===== config.mk =====
export PLATFORM = sky130hd
export DESIGN_NAME = wptr_ctrl_flat
export DESIGN_NICKNAME = d
export VERILOG_FILES = /design/src/rtl/async_fifo_pkg.sv /design/src/rtl/wptr_ctrl_if.sv /design/src/rtl/wptr_ctrl_gray2bin.sv /design/src/rtl/wptr_ctrl.sv /design/src/flat_wrapper.sv
export SDC_FILE = /design/constraint.sdc
export NUM_CORES = 1
export LEC_CHECK = 0
export CAP_MARGIN = 20
export CORE_UTILIZATION = 45
export CTS_CLUSTER_SIZE = 14
export DETAILED_ROUTE_END_ITERATION = 8
export PLACE_DENSITY = 0.87
export SLEW_MARGIN = 20
export SYNTH_ARGS = -nofsm -noshare
export SYNTH_HDL_FRONTEND = slang
export SYNTH_SLANG_ARGS = --single-unit

===== constraint.sdc =====
create_clock -name wclk -period 3.4 [get_ports wclk]
set_input_delay 0.68 -clock wclk [delete_from_list [all_inputs] [get_ports wclk]]
set_output_delay 0.68 -clock wclk [all_outputs]
set_load 0.01 [all_outputs]

===== src/rtl/async_fifo_pkg.sv =====
// Shared helpers for the async FIFO pointer logic, used by both the write-side
// and read-side pointer controllers.
package async_fifo_pkg;

    localparam int PTR_WIDTH_DEF = 8;

    function automatic logic [31:0] bin2gray(input logic [31:0] bin);
        return bin ^ (bin >> 1);
    endfunction

    // Zero-extended inputs convert correctly because the unused upper bits stay zero.
    function automatic logic [31:0] gray2bin(input logic [31:0] gray);
        logic [31:0] bin;
        bin[31] = gray[31];
        for (int i = 30; i >= 0; i--) begin
            bin[i] = bin[i+1] ^ gray[i];
        end
        return bin;
    endfunction

endpackage


===== src/rtl/wptr_ctrl_if.sv =====
// Write-side pointer bus: producer request, full/read-pointer feedback, memory
// write port and the pointer/level/flag outputs.
interface wptr_ctrl_if
    import async_fifo_pkg::*;
#(
    parameter int PTR_WIDTH = PTR_WIDTH_DEF
);

    // winc is a request qualified by wfull; a write happens exactly when wen=1.
    logic                 winc;
    logic                 wfull;
    logic [PTR_WIDTH-1:0] wq2_rptr;
    logic                 wclr_ovf;

    logic                 wen;
    logic [PTR_WIDTH-2:0] waddr;
    logic [PTR_WIDTH-1:0] wgray_nxt;
    logic [PTR_WIDTH-1:0] wptr;
    logic [PTR_WIDTH-1:0] wlevel;
    logic                 walmost_full;
    logic                 woverflow;

    modport master (
        output winc, wfull, wq2_rptr, wclr_ovf,
        input  wen, waddr, wgray_nxt, wptr, wlevel, walmost_full, woverflow
    );

    modport slave (
        input  winc, wfull, wq2_rptr, wclr_ovf,
        output wen, waddr, wgray_nxt, wptr, wlevel, walmost_full, woverflow
    );

endinterface


===== src/rtl/wptr_ctrl_gray2bin.sv =====
// Combinational gray-to-binary converter: each binary bit is the XOR of all
// gray bits at or above it.
module gray2bin #(
    parameter int WIDTH = 8
) (
    input  logic [WIDTH-1:0] gray_i,
    output logic [WIDTH-1:0] bin_o
);

    for (genvar i = 0; i < WIDTH; i++) begin : g_bit
        assign bin_o[i] = ^gray_i[WIDTH-1:i];
    end

endmodule


===== src/rtl/wptr_ctrl.sv =====
// Write-domain pointer controller for an async FIFO: binary/gray write pointer,
// pessimistic fill level, almost-full and sticky overflow flags.
module wptr_ctrl
    import async_fifo_pkg::*;
#(
    parameter int PTR_WIDTH    = PTR_WIDTH_DEF,
    parameter int AFULL_THRESH = (2 ** (PTR_WIDTH - 1)) - 2
) (
    input  logic       wclk,
    input  logic       wrst_n,
    wptr_ctrl_if.slave wif
);

    localparam logic [PTR_WIDTH-1:0] AFULL_T = PTR_WIDTH'(AFULL_THRESH);

    logic                 wen_s;
    logic [PTR_WIDTH-1:0] rbin_s;
    logic [PTR_WIDTH-1:0] wbin_q,   wbin_d;
    logic [PTR_WIDTH-1:0] wptr_q,   wgray_d;
    logic [PTR_WIDTH-1:0] wlevel_q, wlevel_d;
    logic                 afull_q,  afull_d;
    logic                 ovf_q,    ovf_d;

    gray2bin #(
        .WIDTH (PTR_WIDTH)
    ) u_rptr_g2b (
        .gray_i (wif.wq2_rptr),
        .bin_o  (rbin_s)
    );

    always_comb begin
        wen_s    = wif.winc & ~wif.wfull;
        wbin_d   = wbin_q + {{(PTR_WIDTH-1){1'b0}}, wen_s};
        wgray_d  = PTR_WIDTH'(bin2gray(32'(wbin_d)));
        // Subtraction wraps naturally; the extra pointer MSB keeps 0..DEPTH distinct.
        wlevel_d = wbin_d - rbin_s;
        afull_d  = (wlevel_d >= AFULL_T);
        if (wif.winc && wif.wfull) begin
            ovf_d = 1'b1;
        end else if (wif.wclr_ovf) begin
            ovf_d = 1'b0;
        end else begin
            ovf_d = ovf_q;
        end
    end

    always_ff @(posedge wclk or negedge wrst_n) begin
        if (!wrst_n) begin
            wbin_q   <= '0;
            wptr_q   <= '0;
            wlevel_q <= '0;
            afull_q  <= 1'b0;
            ovf_q    <= 1'b0;
        end else begin
            wbin_q   <= wbin_d;
            wptr_q   <= wgray_d;
            wlevel_q <= wlevel_d;
            afull_q  <= afull_d;
            ovf_q    <= ovf_d;
        end
    end

    // wptr crosses clock domains, so it comes straight from a flop.
    assign wif.wen          = wen_s;
    assign wif.waddr        = wbin_q[PTR_WIDTH-2:0];
    assign wif.wgray_nxt    = wgray_d;
    assign wif.wptr         = wptr_q;
    assign wif.wlevel       = wlevel_q;
    assign wif.walmost_full = afull_q;
    assign wif.woverflow    = ovf_q;

endmodule


===== src/flat_wrapper.sv =====
// flat-port wrapper written by rule: the top's interface ports become plain ports
module wptr_ctrl_flat import async_fifo_pkg::*;
#(
    parameter int PTR_WIDTH    = PTR_WIDTH_DEF,
    parameter int AFULL_THRESH = (2 ** (PTR_WIDTH - 1)) - 2
)
  (wclk, wrst_n, wif_winc, wif_wfull, wif_wq2_rptr, wif_wclr_ovf, wif_wen, wif_waddr, wif_wgray_nxt, wif_wptr, wif_wlevel, wif_walmost_full, wif_woverflow);
  wptr_ctrl_if #(.PTR_WIDTH(PTR_WIDTH)) wif_i ();
  input  logic wclk;
  input  logic wrst_n;
  input wire logic [$bits(wif_i.winc)-1:0] wif_winc;
  input wire logic [$bits(wif_i.wfull)-1:0] wif_wfull;
  input wire logic [$bits(wif_i.wq2_rptr)-1:0] wif_wq2_rptr;
  input wire logic [$bits(wif_i.wclr_ovf)-1:0] wif_wclr_ovf;
  output wire logic [$bits(wif_i.wen)-1:0] wif_wen;
  output wire logic [$bits(wif_i.waddr)-1:0] wif_waddr;
  output wire logic [$bits(wif_i.wgray_nxt)-1:0] wif_wgray_nxt;
  output wire logic [$bits(wif_i.wptr)-1:0] wif_wptr;
  output wire logic [$bits(wif_i.wlevel)-1:0] wif_wlevel;
  output wire logic [$bits(wif_i.walmost_full)-1:0] wif_walmost_full;
  output wire logic [$bits(wif_i.woverflow)-1:0] wif_woverflow;
  assign wif_i.winc = wif_winc;
  assign wif_i.wfull = wif_wfull;
  assign wif_i.wq2_rptr = wif_wq2_rptr;
  assign wif_i.wclr_ovf = wif_wclr_ovf;
  assign wif_wen = wif_i.wen;
  assign wif_waddr = wif_i.waddr;
  assign wif_wgray_nxt = wif_i.wgray_nxt;
  assign wif_wptr = wif_i.wptr;
  assign wif_wlevel = wif_i.wlevel;
  assign wif_walmost_full = wif_i.walmost_full;
  assign wif_woverflow = wif_i.woverflow;
  wptr_ctrl #(.PTR_WIDTH(PTR_WIDTH), .AFULL_THRESH(AFULL_THRESH)) u_core (.wclk(wclk), .wrst_n(wrst_n), .wif(wif_i));
endmodule

### Word level (Yosys, flattened, before mapping)

Index checks and enable logic that the tools add are counted.

| word-level totals | value |
|---|---|
| input port bits | 13 |
| logic and storage cells | 22 |
| flip-flop bits (word level) | 26 |
| output and inout bits | 34 |

| operators by class | value |
|---|---|
| reduce and logical (&&, ||, !) cells | 9 |
| $add $sub $neg | 2 |
| mux-type cells | 2 |
| bitwise operators | 3 |
| magnitude comparators | 1 |

Operator list:

| operator | number |
|---|---|
| $add 8x1->8 | 1 |
| $ge 8x7->1 const B | 1 |
| $reduce_xor 8->1 | 1 |
| $sub 8x8->8 | 1 |
| $xor 8x7->8 | 1 |
| $reduce_xor 7->1 | 1 |
| $reduce_xor 6->1 | 1 |
| $reduce_xor 5->1 | 1 |
| $reduce_xor 4->1 | 1 |
| $reduce_xor 3->1 | 1 |
| $mux 1 | 2 |
| $reduce_bool 2->1 | 1 |
| $reduce_xor 2->1 | 1 |
| $and 1x1->1 | 1 |
| $logic_and 1x1->1 | 1 |
| $not 1->1 | 1 |

### Depth between registers and ports, before layout

Gate-level depths: netlist of the first run.

| logic depth | value |
|---|---|
| depth in word-level cells | 5 |
| mapped depth | 13 |
| gate-level depth less buffers | 13 |

### Modules after synthesis

From an unflattened synthesis of the first run, not the netlist that was laid out.

| unflattened totals | value |
|---|---|
| cells, all modules | 108 |
| area, all modules | 1,282.5 um^2 |

By module, submodules not included:

| module | cells an instance | times used | area an instance (um^2) | seq. area each (um^2) |
|---|---|---|---|---|
| wptr_ctrl | 98 | 1 | 1,157.4 | 625.6 |
| gray2bin | 10 | 1 | 125.1 | 0.0 |

### Worst setup path before layout of the first run

No wires, ideal clock.

| timing path | value |
|---|---|
| kind | input-to-reg |
| start point | input wif_wq2_rptr[7] |
| end point | register u_core.afull_q, in the netlist u_core.wif.walmost_full |
| arrival | 3.358 ns |
| buffers on the path | 0 |
| setup slack | -0.078 ns |
| cell stages on the path | 12 |
| required time | 3.280 ns |
| library setup time | 0.120 ns |
| path through | xnor2_2 -> xnor3_2 -> xor2_2 -> xnor2_1 -> xor2_1 -> ha_1 -> inv_1 -> a21o_1 -> maj3_1 -> xor2_1 -> and3_1 -> a41o_1 |

| between the ends | value |
|---|---|
| word-level cells in the longest chain between the ends | 3 |
| elaborated cells between the ends (all ways) | 9 |
| classes of those cells | 1 x add/sub; 1 x order compare; 7 x reduce/logical |

Ends and longest elaborated chain:

| what | line | text |
|---|---|---|
| from (decl) | flat_wrapper.sv:13 | `input wire logic [$bits(wif_i.wq2_rptr)-1:0] wif_wq2_rptr;` |
| $reduce_xor 8->1 (tied with other cells) | wptr_ctrl_gray2bin.sv:11 | `assign bin_o[i] = ^gray_i[WIDTH-1:i];` |
| $sub 8x8->8 (*) | wptr_ctrl.sv:36 | `wlevel_d = wbin_d - rbin_s;` |
| via u_core.wlevel_d[3] | wptr_ctrl.sv:20 | `logic [PTR_WIDTH-1:0] wlevel_q, wlevel_d;` |
| $ge 8x7->1 (*) | wptr_ctrl.sv:37 | `afull_d = (wlevel_d >= AFULL_T);` |
| via u_core.afull_d | wptr_ctrl.sv:21 | `logic afull_q, afull_d;` |
| to (signal assigned) | wptr_ctrl.sv:58 | `afull_q <= afull_d;` |
| to (decl) | wptr_ctrl.sv:21 |  |

Mark *: on every way through the listed nets, which the timed path passes. The rest lies on a longest branch.
A chain may end at the register's enable or synchronous reset.

### Final worst setup path of the first run

| timing path | value |
|---|---|
| start point | input wif_winc |
| end point | output wif_wgray_nxt[4] |

| between the ends | value |
|---|---|
| word-level cells in the longest chain between the ends | 3 |

Ends and longest elaborated chain:

| what | line | text |
|---|---|---|
| from (decl) | flat_wrapper.sv:11 | `input wire logic [$bits(wif_i.winc)-1:0] wif_winc;` |
| $and 1x1->1 | wptr_ctrl.sv:32 | `wen_s = wif.winc & ~wif.wfull;` |
| $add 8x1->8 | wptr_ctrl.sv:33 | `wbin_d = wbin_q + {{(PTR_WIDTH-1){1'b0}}, wen_s};` |
| via u_core.wbin_d[4] | wptr_ctrl.sv:18 | `logic [PTR_WIDTH-1:0] wbin_q, wbin_d;` |
| $xor 8x7->8 | async_fifo_pkg.sv:8 | `return bin ^ (bin >> 1);` |
| to (decl) | flat_wrapper.sv:17 | `output wire logic [$bits(wif_i.wgray_nxt)-1:0] wif_wgray_nxt;` |

The timed path passes the listed nets, and every way through them passes these cells.

==> results of run 1 <==
## worst min-delay path by stage
stage                         startpoint                   end  slack (ns)  cells past startpoint
floorplan                         wrst_n      u_core.wbin_q[0]        0.38                      0
global placement    u_core.wif.woverflow  u_core.wif.woverflow        0.51                      2
detailed placement  u_core.wif.woverflow  u_core.wif.woverflow        0.55                      2
CTS                 u_core.wif.woverflow  u_core.wif.woverflow        0.56                      2
global route        u_core.wif.woverflow  u_core.wif.woverflow        0.62                      2
finish              u_core.wif.woverflow  u_core.wif.woverflow        0.56                      2
## cells by family (layout without fill, tap and decap cells)
logic type	after synthesis	in the layout	synth area share
xor+xnor	33	33	0.239
compound gates	13	13	0.0898
fa+ha+maj	11	11	0.104
buf+inv	14	92	0.0413
flops	25	25	0.458
simple gates	17	17	0.0669
## power groups by stage
stage / Sequential, mW / Clock, mW / Combinational, mW
floorplan: 0.558 / 0 / 0.618
global placement: 0.497 / 0 / 1.38
detailed placement: 0.504 / 0 / 1.45
CTS: 0.499 / 0.133 / 1.46
global route: 0.515 / 0.147 / 1.66
finish: 0.505 / 0.127 / 1.54
## tightest hold or removal path: stages (launching register included)
cell	delay, ns
sky130_fd_sc_hd__dfrtp_1	0.40
sky130_fd_sc_hd__inv_1	0.06
sky130_fd_sc_hd__o21ai_0	0.07
## synthesized netlist by cell type (all sizes together), types with 2 or more instances
library cell / n
dfrtp: 25
xnor2: 16
inv: 13
nor2: 3
ha: 9
xor2: 16
nor2b: 2
nand3: 3
nand2: 2
and3: 5
a31oi: 2
o21ai: 3
a21o: 2
a22oi: 2
## final cells by class
class | instances | area [µm²]
well taps | 31 | 38.8
inverters | 13 | 48.8
multi-input cells | 74 | 785
fillers | 182 | 609
flip-flops and latches | 25 | 626
repair buffers | 75 | 672
clock buffers | 4 | 26.3
## flip-flops by register name (all words and copies together) (netlist names)
| register | count |
|---|---|
| u_core.wbin_q | 8 |
| u_core.wif.wlevel | 8 |
| u_core.wif.wptr | 7 |
| u_core.wif.walmost_full | 1 |
| u_core.wif.woverflow | 1 |
## metal layers
metal	wire [µm]	part of all wire	up-vias
met3	125	0.037	12
met5	0	0	-
met1	1300	0.38	558
met2	1860	0.55	39
li1	-	-	523
met4	128	0.038	0
## per-stage QoR
stage,utilization,cells
floorplan,-,113
global placement,0.736,214
detailed placement,0.736,214
CTS,0.764,221
global route,0.783,222
finish,0.783,222
## timing repair
action / 4_1_cts / 5_1_grt
pin swaps: 8 / 6
gates cloned: 0 / 0
hold endpoints to repair: 0 / 0
setup endpoints to repair: 9 / 6
gates resized for setup: 17 / 9
buffers inserted: 3 / 1
## cell usage in the layout, fill, tap and decap left out
cell                               n
sky130_fd_sc_hd__clkdlybuf4s50_1  35
sky130_fd_sc_hd__buf_4            29
sky130_fd_sc_hd__dfrtp_1          25
sky130_fd_sc_hd__inv_1            13
sky130_fd_sc_hd__xor2_1           11
sky130_fd_sc_hd__xnor2_1          10
sky130_fd_sc_hd__dlygate4sd2_1     9
sky130_fd_sc_hd__ha_1              8
sky130_fd_sc_hd__xnor2_2           6
sky130_fd_sc_hd__and3_1            5
sky130_fd_sc_hd__nand3_1           3
sky130_fd_sc_hd__xor2_2            3
sky130_fd_sc_hd__clkbuf_4          3
sky130_fd_sc_hd__xor2_4            2
sky130_fd_sc_hd__nor2_1            2
sky130_fd_sc_hd__a21o_1            2
sky130_fd_sc_hd__nand2_1           2
sky130_fd_sc_hd__o21ai_0           2
sky130_fd_sc_hd__dlymetal6s2s_1    2
sky130_fd_sc_hd__xnor3_2           1
sky130_fd_sc_hd__nor2b_4           1
sky130_fd_sc_hd__nor2b_1           1
sky130_fd_sc_hd__a22oi_1           1
sky130_fd_sc_hd__o21ai_1           1
sky130_fd_sc_hd__nand4_1           1
sky130_fd_sc_hd__a21oi_1           1
sky130_fd_sc_hd__o211ai_1          1
sky130_fd_sc_hd__a31oi_1           1
sky130_fd_sc_hd__maj3_2            1
sky130_fd_sc_hd__a31oi_4           1
sky130_fd_sc_hd__nor2_2            1
sky130_fd_sc_hd__a22oi_2           1
sky130_fd_sc_hd__nor3_1            1
sky130_fd_sc_hd__a2111oi_4         1
sky130_fd_sc_hd__a41o_1            1
sky130_fd_sc_hd__fa_2              1
sky130_fd_sc_hd__ha_2              1
sky130_fd_sc_hd__clkbuf_1          1
==> out/results.txt, run 1 <==
r2r endpoint - u_core.wif.walmost_full
Placed Area - 2060 µm²
CTS Root Buffer Type - sky130_fd_sc_hd__clkbuf_4
number of inserted diodes - 0
Area growth, synth to finish - 60.9%
switching power of the nets - 852 µW
cell type contributing the most total cell area after synthesis - sky130_fd_sc_hd__dfrtp_1
TritonCTS Sinks - 25
mean routed wirelength per cell - 15.4 µm
leakage power summed over all cells - 1.11 nW
Critical Path Start - wif_winc
data arrival time at the worst-slack endpoint - 2.68 ns
violations in the final reports - design-rule violations
number of cells on the critical path - 9
DIE AREA - 3260 µm²
Port Buf Inserts - 46
internal power - 1.32 mW
first-pass GRT wire length - 5400 µm
clock buffer count from CTS - 3
Worst Reg2Reg Path Length in Cells - 12
busiest layer in global routing - met2
average cell area after synthesis - 12.1 µm²
register share of total power - 0.232
deepest level of the CTS H-tree - 1
post-route setup slack - 0.0439 ns
HPWL Detailed - 2630 µm
Setup crit start kind - input port
flip-flop and latch count after synthesis - 25
total of hold buffers inserted after clock tree synthesis - 0
residual overflow from global routing - 0
Buf/Inv on CP - 3
weighted congestion at the end of routability-driven global placement - 0.842
final hold vios - 0
shortest clock period the worst path allows after layout - 3.36 ns
number of nets in the synthesized netlist - 136
Clock Tree Buf Depth - 2
power after layout - 2.18 mW
WL final - 3410 µm
clock power share - 0.059
met3 usage in global routing - 0.0295
number of synthesized flops with an enable pin - 0
hold crit path type - reg2reg
crit path max fanout - 3
Switching Fraction - 0.392
Final Skew - 0.00837 ns
pre-CTS WS - -0.471 ns
number of warnings printed during yosys synthesis - 0
worst-path cell chain - clkdlybuf4s50_1 > nor2b_4 > ha_1 > ha_1 > nand3_1 > xor2_2 > inv_1 > xnor2_2 > dlygate4sd2_1
portion of the clock cycle consumed by the worst path in the final layout - 0.987
CP Capture Point - wif_wgray_nxt[4]
met2 track utilization from global routing - 0.417
Initial Utilization - 0.487
total via count in the routed design - 1132
proportion of netlist area held by the largest area contributor - 0.458
worst-case headroom to the max-slew limit - 0.763
First DRT Iteration DRCs - 20
post-layout instance area - 2200 µm²
cell class contributing the biggest share of worst-path delay - buffers and inverters
async set or reset register ratio after synthesis - 1.00
count of pins over their slew limit - 0
share of final-layout standard cells stronger than drive strength 1 - 0.272
post-DR vias/cell - 5.10
clock slew at the register clock pins of the worst setup and hold paths - 0.13 ns
Cell Pwr Density - 991 nW/µm²
maximum vdd ir drop - 0.000573 V
FP Rows - 19
maximum achievable frequency - 298 MHz
run status - complete, but fails checks
leading cell types by total area after synthesis - sky130_fd_sc_hd__dfrtp_1 (46%), sky130_fd_sc_hd__xnor2_1 (9.6%), sky130_fd_sc_hd__xor2_1 (9.0%), sky130_fd_sc_hd__ha_1 (8.2%), sky130_fd_sc_hd__inv_1 (3.6%)
count of different cell masters after synthesis - 28
post-synthesis instance area - 1370 µm²
number of DRC violations after detailed routing - 14
nature of the critical path endpoint - primary output
Worst Hold Slack - 0.562 ns
largest net degree at the start of global routing - 26
delay of the slowest critical-path stage - 0.50 ns
slowest stage cell, crit path - sky130_fd_sc_hd__clkdlybuf4s50_1
total iterations of the first detailed-routing run - 6
sequential-to-total area share from yosys stat - 0.458
Data required, critical path - 2.72 ns
Clock Latency Late Sink - 0.31 ns
Post-Syn Instances - 113
part of the total power dissipated in combinational logic - 0.709
number of nets with antenna violations after detailed routing - 0
number of maximum-capacitance constraint violations - 0
horizontal die dimension - 57.1 µm
Top-Level Pins - 47
Top cell by count, worst path - sky130_fd_sc_hd__ha_1
met1 usage - 0.246
worst setup slack for register-to-register paths - 0.68 ns
crit path kind - in2out
final setup violation count - 0
vias in the first global route - 1209
startpoint of the most critical register-to-register path - u_core.wbin_q[0]
number of antenna violations at the first check in global routing - 0
CTS tree - yes
Std-Cell Core Area - 2810 µm²
actual slew at the worst max-slew pin - 0.353 ns
Die Y-Extent - 57.1 µm
# nets final - 215
Top FF cell, synth - sky130_fd_sc_hd__dfrtp_1
Final TNS setup - 0 ns
all-layer global routing usage - 0.224
Note: power is estimated with default switching activity, not from simulation.
==> run 2, diff against run 1 <==
--- a/config.mk
+++ b/config.mk
@@ -6,6 +6,7 @@
 export NUM_CORES = 1
 export LEC_CHECK = 0
 export CAP_MARGIN = 20
+export CORE_ASPECT_RATIO = 0.7
 export CORE_UTILIZATION = 45
 export CTS_CLUSTER_SIZE = 14
 export DETAILED_ROUTE_END_ITERATION = 8
==> run 2 against run 1 <==
Net effect: the flow now finishes without violations; combinational power barely moved; sequential power barely moved; count of clock-buffer cells in the layout fell by 1; design area rose by 1.7%; first-iteration DRC count did not move; maximum frequency rose by 1.2%; register-to-register slack improved by 0.06 ns; global-route usage rose by 0.15 points; core utilization rose by 0.29 points; die area rose by 0.11%; clock power rose by 37%.
==> out/results.txt, run 2 (synthesis results as in run 1) <==
run status - finished, final reports clean
number of nets with antenna violations after detailed routing - 0
RSZ-0062 raised after global routing - true
total via count in the routed design - 1098
hold path endpoint - u_core.wif.woverflow
Std-Cell Core Area - 2840 µm²
Worst Reg2Reg Path Length in Cells - 13
portion of the clock cycle consumed by the worst path in the final layout - 0.975
top library cells by usage in the layout, fill and taps aside - sky130_fd_sc_hd__clkdlybuf4s50_1 (35), sky130_fd_sc_hd__buf_4 (31), sky130_fd_sc_hd__dfrtp_1 (25), sky130_fd_sc_hd__inv_1 (13), sky130_fd_sc_hd__xor2_1 (12)
Placed Area - 2080 µm²
First DRT Iteration DRCs - 20
number of DRC violations after detailed routing - 0
actual slew at the worst max-slew pin - 0.369 ns
count of pins over their slew limit - 0
power after layout - 2.26 mW
Post-Place Cells - 220
switching power of the nets - 886 µW
final hold vios - 0
post-layout instance area - 2230 µm²
shortest clock period the worst path allows after layout - 3.32 ns
commonest non-fill, non-tap cell in the layout - sky130_fd_sc_hd__clkdlybuf4s50_1
Clock Latency Late Sink - 0.27 ns
worst setup slack for register-to-register paths - 0.74 ns
Switching Fraction - 0.393
maximum vdd ir drop - 0.000745 V
CTS tree - yes
mean routed wirelength per cell - 14.7 µm
register share of total power - 0.225
HPWL Detailed - 2450 µm
worst-path cell chain - clkdlybuf4s50_1 > nor2b_2 > ha_1 > ha_2 > buf_4 > xor2_4 > xor2_1 > dlygate4sd2_1
Data required, critical path - 2.72 ns
all-layer global routing usage - 0.225
crit path max fanout - 3
first-pass GRT wire length - 5160 µm
total of hold buffers inserted after clock tree synthesis - 0
residual overflow from global routing - 0
Top-Level Pins - 47
crit path kind - in2out
post-DR vias/cell - 4.77
Initial Utilization - 0.480
startpoint of the most critical register-to-register path - u_core.wbin_q[0]
TritonCTS Sinks - 25
number of antenna violations at the first check in global routing - 0
number of inserted diodes - 0
Cell Pwr Density - 1010 nW/µm²
slowest stage cell, crit path - sky130_fd_sc_hd__clkdlybuf4s50_1
Worst Hold Path Cells - 2
number of maximum-capacitance constraint violations - 0
part of the total power dissipated in combinational logic - 0.698
clock buffer count from CTS - 3
clock power share - 0.077
Post-Layout Cell Count - 230
internal power - 1.37 mW
Final Skew - 0.00420 ns
data arrival time at the worst-slack endpoint - 2.64 ns
Die Y-Extent - 48.1 µm
deepest level of the CTS H-tree - 1
hold crit path type - reg2reg
Setup crit start kind - input port
largest net degree at the start of global routing - 26
total iterations of the first detailed-routing run - 3
Worst Hold Slack - 0.521 ns
launch point of the worst hold path - u_core.wif.woverflow
clock slew at the register clock pins of the worst setup and hold paths - 0.08 ns
weighted congestion at the end of routability-driven global placement - 0.795
Port Buf Inserts - 46
Clock Tree Buf Depth - 2
worst-case headroom to the max-slew limit - 0.752
DIE AREA - 3260 µm²
Area growth, synth to finish - 63.6%
delay of the slowest critical-path stage - 0.47 ns
vias in the first global route - 1152
CTS Root Buffer Type - sky130_fd_sc_hd__clkbuf_8
FP Rows - 16
final setup violation count - 0
r2r endpoint - u_core.wif.walmost_full
nature of the critical path endpoint - primary output
WL final - 3370 µm
maximum achievable frequency - 302 MHz
share of final-layout standard cells stronger than drive strength 1 - 0.335
horizontal die dimension - 67.8 µm
# nets final - 218
leakage power summed over all cells - 1.12 nW
-- run 2: cell types whose count changed in the layout (fill, tap and decap cells not counted), moves of 2 or more --
cell | before | now
sky130_fd_sc_hd__clkbuf_8 | 0 | 3
sky130_fd_sc_hd__dlygate4sd2_1 | 9 | 6
sky130_fd_sc_hd__dlymetal6s2s_1 | 2 | 0
sky130_fd_sc_hd__clkbuf_4 | 3 | 0
sky130_fd_sc_hd__buf_4 | 29 | 31
sky130_fd_sc_hd__clkbuf_2 | 0 | 5
-- run 2: area by class of cell --
| type | instances | area (µm²) |
|---|---|---|
| clock buffers | 3 | 41.3 |
| clock inverters | 1 | 5.00 |
| fillers | 185 | 609 |
| inverters | 13 | 48.8 |
| multi-input cells | 74 | 796 |
| flip-flops and latches | 25 | 626 |
| well taps | 36 | 45.0 |
| repair buffers | 78 | 672 |
-- run 2: worst max-delay path by stage --
stage	start	endpoint	slack [ns]	cells past startpoint
after floorplan	wif_wq2_rptr[7]	u_core.wif.walmost_full	0.007	12
after detailed placement	wif_wq2_rptr[7]	u_core.wif.walmost_full	-0.54	13
after global placement	wif_wq2_rptr[7]	u_core.wif.walmost_full	-0.39	13
after global routing	wif_winc	u_core.wif.walmost_full	-0.04	15
after CTS	wif_wq2_rptr[3]	u_core.wif.walmost_full	0.02	12
final	wif_winc	wif_wgray_nxt[2]	0.08	8
-- run 2: metrics by stage --
stage / TNS [ns] / setup slack, ns / utilization
3_5_place_dp: -3.62 / -0.536 / 0.731
5_1_grt: -0.0603 / -0.0425 / 0.786
6_report: 0 / 0.0847 / 0.786
4_1_cts: 0 / 0.0222 / 0.768
2_1_floorplan: 0 / 0.00667 / -
3_3_place_gp: -2.28 / -0.391 / 0.731
-- run 2: routing by layer --
metal / track usage / vias to the layer above / share of wire
met5: 0 / - / 0
met3: 0.0500 / 6 / 0.063
met1: 0.269 / 512 / 0.44
met4: 0.0458 / 0 / 0.015
li1: - / 531 / -
met2: 0.426 / 49 / 0.48
-- run 2: what timing repair did --
action                                  4_1_cts  5_1_grt
setup buffers                                 5        1
pin swaps                                     8       14
endpoints found under the setup margin       11        7
resized for setup                            18       22
-- run 2: power by group through the flow --
| stage | clock [mW] | sequential, mW | combinational, mW |
|---|---|---|---|
| 2_1_floorplan | 0 | 0.558 | 0.618 |
| 3_3_place_gp | 0 | 0.497 | 1.42 |
| 3_5_place_dp | 0 | 0.503 | 1.46 |
| 4_1_cts | 0.182 | 0.502 | 1.50 |
| 5_1_grt | 0.192 | 0.522 | 1.70 |
| 6_report | 0.174 | 0.508 | 1.57 |
-- run 2: worst max-delay path, delay by kind of cell --
| family | cells | cell delay (ns) |
|---|---|---|
| buf+inv | 3 | 0.92 |
| xor+xnor | 2 | 0.46 |
| fa+ha+maj | 2 | 0.38 |
| simple gates | 1 | 0.19 |
